**config.mk**
```make
export PLATFORM = sky130hd
export DESIGN_NAME = efdr_encoder
export DESIGN_NICKNAME = d
export VERILOG_FILES = /design/src/rtl/efdr_encoder.sv
export SDC_FILE = /design/constraint.sdc
export NUM_CORES = 1
export LEC_CHECK = 0
export CAP_MARGIN = 0
export CORE_MARGIN = 2
export CORE_UTILIZATION = 25
export CTS_BUF_LIST = sky130_fd_sc_hd__clkbuf_16
export CTS_CLUSTER_SIZE = 28
export DETAILED_ROUTE_END_ITERATION = 16
export PLACE_DENSITY = 0.53
export SYNTH_ARGS = -nofsm -noshare
export SYNTH_HDL_FRONTEND = slang
export SYNTH_SLANG_ARGS = --single-unit
```
**constraint.sdc**
```tcl
create_clock -name clk -period 3.5 [get_ports clk]
set_clock_uncertainty 0.2 [all_clocks]
set_input_delay 0.7 -clock clk [delete_from_list [all_inputs] [get_ports clk]]
set_output_delay 0.7 -clock clk [all_outputs]
set_load 0.03 [all_outputs]
```
**src/rtl/efdr_encoder.sv**
```systemverilog
// rtl/efdr_encoder.sv - serial EFDR run-length encoder
// Splits a raw bit stream into runs and emits one type/prefix/tail codeword per run.
module efdr_encoder #(
  parameter int CNT_W = 6,
  parameter int G_W   = 3
) (
  input  logic clk,
  input  logic reset,
  input  logic bit_in,
  input  logic in_valid,
  input  logic in_last,
  output logic in_ready,
  output logic bit_out,
  output logic out_valid,
  input  logic out_ready,
  output logic out_last,
  output logic cw_done,
  output logic ovf_err
);

  localparam logic [CNT_W-1:0] L_MAX = CNT_W'((2 ** CNT_W) - 2);

  typedef enum logic [2:0] {S_IDLE, S_RUN, S_TYPE, S_PREFIX, S_TAIL} state_t;

  state_t           r_state;
  state_t           w_state_nxt;
  logic             r_b;
  logic [CNT_W-1:0] r_cnt;
  logic             r_last;
  logic [G_W-1:0]   r_g;
  logic [CNT_W-1:0] r_t;
  logic [G_W-1:0]   r_pos;
  logic             r_ovf;

  logic             w_accept;
  logic             w_take;
  logic             w_load;
  logic             w_ovf_set;
  logic             w_prefix_end;
  logic [CNT_W-1:0] w_cnt_nxt;
  logic [CNT_W-1:0] w_len1;
  logic [CNT_W-1:0] w_pow;
  logic [G_W-1:0]   w_g;
  logic [CNT_W-1:0] w_t;

  function automatic logic [G_W-1:0] f_log2(input logic [CNT_W-1:0] v);
    f_log2 = '0;
    for (int i = 0; i < CNT_W; i++) begin
      if (v[i]) f_log2 = G_W'(i);
    end
  endfunction

  assign in_ready     = reset && (r_state == S_IDLE || r_state == S_RUN);
  assign out_valid    = (r_state == S_TYPE) || (r_state == S_PREFIX) || (r_state == S_TAIL);
  assign w_accept     = in_valid && in_ready;
  assign w_take       = out_valid && out_ready;
  assign w_prefix_end = (r_pos == r_g - G_W'(1));
  assign out_last     = (r_state == S_TAIL) && (r_pos == '0) && r_last;
  assign cw_done      = w_take && (r_state == S_TAIL) && (r_pos == '0);
  assign ovf_err      = r_ovf;

  // Group and tail are derived from the final run length, captured on entry to TYPE.
  assign w_len1 = w_cnt_nxt + CNT_W'(1);
  assign w_g    = f_log2(w_len1);
  assign w_pow  = CNT_W'(1) << w_g;
  assign w_t    = w_len1 - w_pow;

  always_comb begin
    bit_out = 1'b0;
    case (r_state)
      S_TYPE:   bit_out = r_b;
      S_PREFIX: bit_out = !w_prefix_end;
      S_TAIL:   bit_out = r_t[r_pos];
      default:  bit_out = 1'b0;
    endcase
  end

  always_ff @(posedge clk or negedge reset) begin
    if (!reset) r_state <= S_IDLE;
    else        r_state <= w_state_nxt;
  end

  always_comb begin
    w_state_nxt = r_state;
    w_cnt_nxt   = r_cnt;
    w_load      = 1'b0;
    w_ovf_set   = 1'b0;
    case (r_state)
      S_IDLE: begin
        if (w_accept) begin
          w_cnt_nxt = CNT_W'(1);
          if (in_last) begin
            w_state_nxt = S_TYPE;
            w_load      = 1'b1;
          end else begin
            w_state_nxt = S_RUN;
          end
        end
      end
      S_RUN: begin
        if (w_accept) begin
          w_state_nxt = S_TYPE;
          w_load      = 1'b1;
          if (bit_in == r_b) begin
            // A same-valued bit at L_MAX closes the run like a terminator.
            if (r_cnt == L_MAX) begin
              w_ovf_set = 1'b1;
            end else begin
              w_cnt_nxt = r_cnt + CNT_W'(1);
              if (!in_last) begin
                w_state_nxt = S_RUN;
                w_load      = 1'b0;
              end
            end
          end
        end
      end
      S_TYPE:   if (w_take) w_state_nxt = S_PREFIX;
      S_PREFIX: if (w_take && w_prefix_end) w_state_nxt = S_TAIL;
      S_TAIL:   if (w_take && r_pos == '0) w_state_nxt = S_IDLE;
      default:  w_state_nxt = S_IDLE;
    endcase
  end

  always_ff @(posedge clk or negedge reset) begin
    if (!reset) begin
      r_b    <= 1'b0;
      r_cnt  <= '0;
      r_last <= 1'b0;
      r_g    <= '0;
      r_t    <= '0;
      r_pos  <= '0;
      r_ovf  <= 1'b0;
    end else begin
      if (w_accept) begin
        r_cnt  <= w_cnt_nxt;
        r_last <= in_last;
      end
      if (r_state == S_IDLE && w_accept) r_b <= bit_in;
      if (w_load) begin
        r_g <= w_g;
        r_t <= w_t;
      end
      if (w_ovf_set) r_ovf <= 1'b1;
      case (r_state)
        S_TYPE: if (w_take) r_pos <= '0;
        S_PREFIX: begin
          if (w_take) begin
            if (w_prefix_end) r_pos <= r_g - G_W'(1);
            else              r_pos <= r_pos + G_W'(1);
          end
        end
        S_TAIL: begin
          if (w_take) begin
            r_pos <= r_pos - G_W'(1);
            if (r_pos == '0) r_cnt <= '0;
          end
        end
        default: ;
      endcase
    end
  end

endmodule

```
### Yosys cells after proc, flatten, opt, wreduce, memory -nomap -nowiden

Index checks and enable logic that the tools add are counted.

| operators by class | value |
|---|---|
| add/subtract/negate cells | 6 |
| magnitude comparators | 1 |
| equality and inequality tests | 14 |
| shifts and indexed selects | 1 |
| muxes and demuxes | 41 |
| reductions and logical operators | 19 |

Operator list:

| cell | number |
|---|---|
| 6-bit two-way mux | 8 |
| 3-bit two-way mux | 11 |
| 3-bit one-hot mux with 5 select lines | 1 |
| 6-bit by 1-bit adder with 6-bit output, second input constant | 2 |
| 6-bit one-hot mux with 2 select lines | 1 |
| 1-bit two-way mux | 11 |
| 1-bit logical AND | 10 |
| 2-bit two-way mux | 5 |
| 2-bit inequality test, second input constant | 5 |
| 3-bit one-hot mux with 3 select lines | 1 |
| 3-bit by 2-bit == test with 1-bit output, second input constant | 2 |
| 6-bit == test, second input constant | 1 |
| 3-bit zero test | 2 |
| 1-bit by 3-bit left shift with 6-bit output, first input constant | 1 |
| 3-bit by 1-bit subtractor with 3-bit output, second input constant | 2 |
| 6-bit subtractor | 1 |
| 5-bit AND reduction | 1 |
| 3-bit by 4-bit less-than comparator with 1-bit output, second input constant | 1 |
| 2-bit by 1-bit inequality test with 1-bit output, second input constant | 2 |
| 4-bit AND reduction | 1 |
| 3-bit by 1-bit adder with 3-bit output, second input constant | 1 |
| 1-bit binary-select mux with 3-bit select | 1 |
| 3-bit by 1-bit == test with 1-bit output, second input constant | 1 |
| 3-bit == test | 1 |
| other kinds (7) | 9 |

| word-level totals | value |
|---|---|
| register bits | 24 |
| input port bits | 6 |
| output and inout bits | 6 |
| logic and storage cells | 90 |

### Logic depth before layout (Yosys ltp)

| logic depth | value |
|---|---|
| depth in word-level cells | 14 |
| mapped depth | 20 |
| depth with buffers taken out | 20 |

### Worst setup path before layout

Ideal clock, no wire load.

| path | value |
|---|---|
| kind | in2reg |
| from | in bit_in |
| to | reg r_t[4] |
| setup time | 0.135 ns |
| arrival time | 3.444 ns |
| data required time | 3.165 ns |
| path slack | -0.279 ns |
| cell stages on the path | 15 |
| path buffers | 0 |
| cells stage by stage | xnor2_1 nand2_1 and2_1 nor2_1 o22a_1 ha_1 nand2_1 or4_1 o22ai_2 nand3_1 ha_1 a21o_1 a21oi_1 xor2_1 o21ai_0 |

| between the ends | value |
|---|---|
| word-level cells in the longest chain between the ends | 12 |
| elaborated cells on any way between the ends | 15 |
| those cells by class | add/sub (2); eq/ne (1); shift (1); mux (11) |

Ends and longest elaborated chain:

| element | line | source |
|---|---|---|
| start, declared | 9 | `input logic bit_in,` |
| 1-bit == test * | 104 | `if (bit_in == r_b) begin` |
| 6-bit two-way mux | 104 |  |
| 6-bit two-way mux | 101 | `if (w_accept) begin` |
| 6-bit one-hot mux with 2 select lines | 88 | `case (r_state)` |
| 6-bit by 1-bit adder with 6-bit output | 63 | `assign w_len1 = w_cnt_nxt + CNT_W'(1);` |
| 1-bit two-way mux | 49 | `if (v[i]) f_log2 = G_W'(i);` |
| 2-bit two-way mux (2 in a row) | 49 |  |
| 3-bit two-way mux (2 in a row) | 49 |  |
| 1-bit by 3-bit left shift with 6-bit output | 65 | `assign w_pow = CNT_W'(1) << w_g;` |
| 6-bit subtractor | 66 | `assign w_t = w_len1 - w_pow;` |
| end signal, assigned | 142 | `r_t <= w_t;` |
| end, declared | 31 | `logic [CNT_W-1:0] r_t;` |

Every way passes the cells marked *; elsewhere a longest branch is shown, timed or not.
A chain may end at the register's enable or synchronous reset.

### Final worst setup path

| path | value |
|---|---|
| from | reg r_state[2] |
| to | reg r_t[4] |

| between the ends | value |
|---|---|
| word-level cells in the longest chain between the ends | 14 |
| elaborated cells on any way between the ends | 19 |
| those cells by class | add/sub (2); eq/ne (1); shift (1); mux (11); reduce/logical (4) |

Ends and longest elaborated chain:

| element | line | source |
|---|---|---|
| start, declared | 25 | `state_t r_state;` |
| start signal, assigned | 80 | `else r_state <= w_state_nxt;` |
| 3-bit by 1-bit == test with 1-bit output / 3-bit zero test (equally long branches) | 53, 88 |  |
| 1-bit logical OR | 53 | `assign in_ready = reset && (r_state == S_IDLE \|\| r_state == S_RUN);` |
| 1-bit logical AND | 53 |  |
| 1-bit logical AND | 55 | `assign w_accept = in_valid && in_ready;` |
| 6-bit two-way mux (on tied branches) | 101, 90 |  |
| 6-bit one-hot mux with 2 select lines | 88 |  |
| 6-bit by 1-bit adder with 6-bit output | 63 |  |
| 1-bit two-way mux | 49 |  |
| 2-bit two-way mux (2 in a row) | 49 |  |
| 3-bit two-way mux (2 in a row) | 49 |  |
| 1-bit by 3-bit left shift with 6-bit output | 65 |  |
| 6-bit subtractor | 66 |  |

Parallel ways exist; a longest one is shown, timed or not.

==> run metrics <==
fin crit period=3.64 ns; Hold Crit Class=in2async; cell count after placement=380; synthesized instance count=226; Worst VDD drop=0.331 mV; gp weighted congestion=0.808; EDFF count, synth=0; status=complete, but fails checks; grt ovf=0; vias per cell=4.97; cts hold-fix bufs=0; Worst setup SP type=flip-flop; PortBufs=11; Initial DRC Count=92; crit path kind=reg2reg; cell type with the highest aggregate area in the netlist=dfrtp_1; P&R area growth vs syn=68.4%; largest net degree at the start of global routing=19; Clock Latency Late Sink=0.26 ns; commonest non-fill, non-tap cells in the layout=84 x buf_4, 28 x nand2_1, 22 x dfrtp_1; FF-to-FF End=r_t[4]; drt total wl=6.32 mm; R2R setup slack=-0.14 ns; sequential fraction of the synthesis area=31.4%; reg2reg start=r_state[2]; power density over the cells=1200 nW/um2; Area after DPL=2600 um2; max-slew violations=0; syn nets=245; clock sink count=24; full die area=8380 um2; Final Setup Violations=3; Yosys top cell area share=31.4%; Die W=91.5 um; Final Cycle Share=104%; Ports=12; Root Buffer Master=clkbuf_16; Initial Util=26.1%; Final WS setup=-0.142 ns; FMAX=275 MHz; nature of the critical path endpoint=flip-flop; Post-Place Worst Slack=-0.907 ns; Netlist cell types=55; Worst-Margin Slew=0.512 ns; post-route antenna net violation count=0; share of flip-flops with an asynchronous set or reset=100%; core area=7330 um2; P_leak=1.43 nW; final hold slack=0.142 ns; GRT Total Usage=15.2%; Detail Placement HPWL=4.01 mm; Max Cap Violations=0; TritonRoute pass-1 iters=5; Die Ht=91.5 um; DRC=0; WP data arrival=3.60 ns; Non-Filler Cell Area, Final=3230 um2; worst-path fanout max=5; vias in the first global route=2,170; clk buf depth=2; # H-tree levels=1; Layout Cells excl Fill=418; most common cell after layout, fill and taps aside=buf_4; Reg clk slew, reported paths=0.07 ns; CTS Buf Count=3; synthesized cell area=1920 um2; CTS tree=done; required time of the critical path=3.45 ns; unrepaired setup endpoints after global routing=yes; synth top area cells=dfrtp_1 31%, ha_1 7.8%, nand2_1 6.3%, nor2_1 3.5%, xor2_1 3.2%; mean routed wirelength per cell=15.1 um; initial antenna violation count=0; fillers=693; failing checks=negative setup slack; #FFs+latches synth=24; relative slew slack=65.7%; nets=339; synth warn=0; row cnt=31; Avg Synthesized Cell Area=8.48 um2; first-pass GRT wire length=10.2 mm; Hold Violations, Final=0; ys flop type=dfrtp_1; ant diodes=0; worst-case reg-to-reg path depth=17; vias post-DR=2,079; fraction of layout cells with a size suffix above 1=47.6%
sequential cells by signal, indices dropped and copies added (netlist names):
register and cells:
r_pos 3, r_last 1, r_state 3, r_cnt 6, r_b 1, r_t 6
r_g 3, ovf_err 1
cells by family (layout without fill, tap and decap cells):
logic type / count (synthesis) / count (layout) / share of synthesized area [%]
adders and majority gates: 13 / 13 / 8.88
and+or+nand+nor: 93 / 93 / 24.8
buffers and inverters: 23 / 116 / 5.36
DFF: 24 / 24 / 31.4
xor gates and xnor gates: 13 / 13 / 5.94
muxes: 8 / 8 / 4.96
AOI/OAI and AO/OA: 52 / 52 / 18.7
report_power, final:
group | total [W] | internal (W) | switching [W]
Clock | 0.000338 | 0.000228 | 0.000110
Combinational | 0.00302 | 0.00168 | 0.00134
Sequential | 0.000527 | 0.000390 | 0.000137
Total | 0.00388 | 0.00230 | 0.00159
cells in the mapped netlist, drive strengths merged (2+ instances only):
library cell,instances
a21o,4
a21oi,9
a31oi,2
a41oi,2
and2,4
and3,2
buf,4
clkbuf,8
dfrtp,24
ha,12
inv,11
mux2,2
mux2i,5
nand2,32
nand2b,3
nand3,4
nand3b,2
nand4,4
nand4bb,2
nor2,18
nor2b,8
nor3,3
nor4,4
o21a,2
o21ai,12
o22a,2
o22ai,4
o31ai,2
or3,2
xnor2,6
xor2,7
repair_timing:
action | in CTS | in global routing
resized for setup | 44 | 31
cloned | 1 | 0
setup endpoints to repair | 5 | 7
pin swaps | 27 | 21
setup buffers | 31 | 11
routing by layer:
| metal | track usage, % | vias up | part of all wire, % |
|---|---|---|---|
| met3 | 1.83 | 23 | 4.1 |
| met5 | 0 | - | 0 |
| met4 | 6.19 | 0 | 3.7 |
| met1 | 18.3 | 1003 | 43 |
| li1 | - | 999 | - |
| met2 | 27.0 | 54 | 49 |
per-stage QoR:
| step | setup TNS (ns) | util [%] | total power [W] |
|---|---|---|---|
| 5_1_grt | -0.901 | 44.0 | 0.00422 |
| 6_report | -0.307 | 44.0 | 0.00388 |
| 3_3_place_gp | -4.54 | 35.4 | 0.00270 |
| 4_1_cts | -0.301 | 41.5 | 0.00352 |
| 2_1_floorplan | -0.145 | - | 0.00193 |
| 3_5_place_dp | -4.32 | 35.4 | 0.00274 |
worst max-delay path, stage by stage, from the launching register on:
cell       delay [ns]
dfrtp_1          0.41
nand4bb_4        0.24
buf_6            0.15
a211o_1          0.29
buf_4            0.14
buf_4            0.14
mux2i_4          0.26
nor2_4           0.08
a2bb2oi_2        0.18
o21ai_2          0.18
nor2b_2          0.16
ha_2             0.17
inv_2            0.04
fa_2             0.33
a21o_1           0.18
a21oi_2          0.15
xor2_1           0.16
o21ai_1          0.07
area by class of cell:
cell class                 instances  area (um2)  area share (%)
clock buffer                       3        75.1            2.33
clock inverter                     1        30.0           0.931
inverter                          11        41.3            1.28
multi-input combinational        179        1540            47.7
sequential                        24         603            18.7
tap                               99         124            3.84
timing repair buffer             101         815            25.3
worst max-delay path by stage:
stage	from	endpoint	cells past startpoint
3_3_place_gp	bit_in	r_t[5]	15
3_5_place_dp	bit_in	r_t[4]	15
4_1_cts	r_cnt[0]	r_t[4]	19
5_1_grt	r_state[2]	r_t[4]	17
2_1_floorplan	reset	r_t[4]	15
6_report	r_state[2]	r_t[4]	17
No activity file was read; power rests on OpenSTA's default activity.
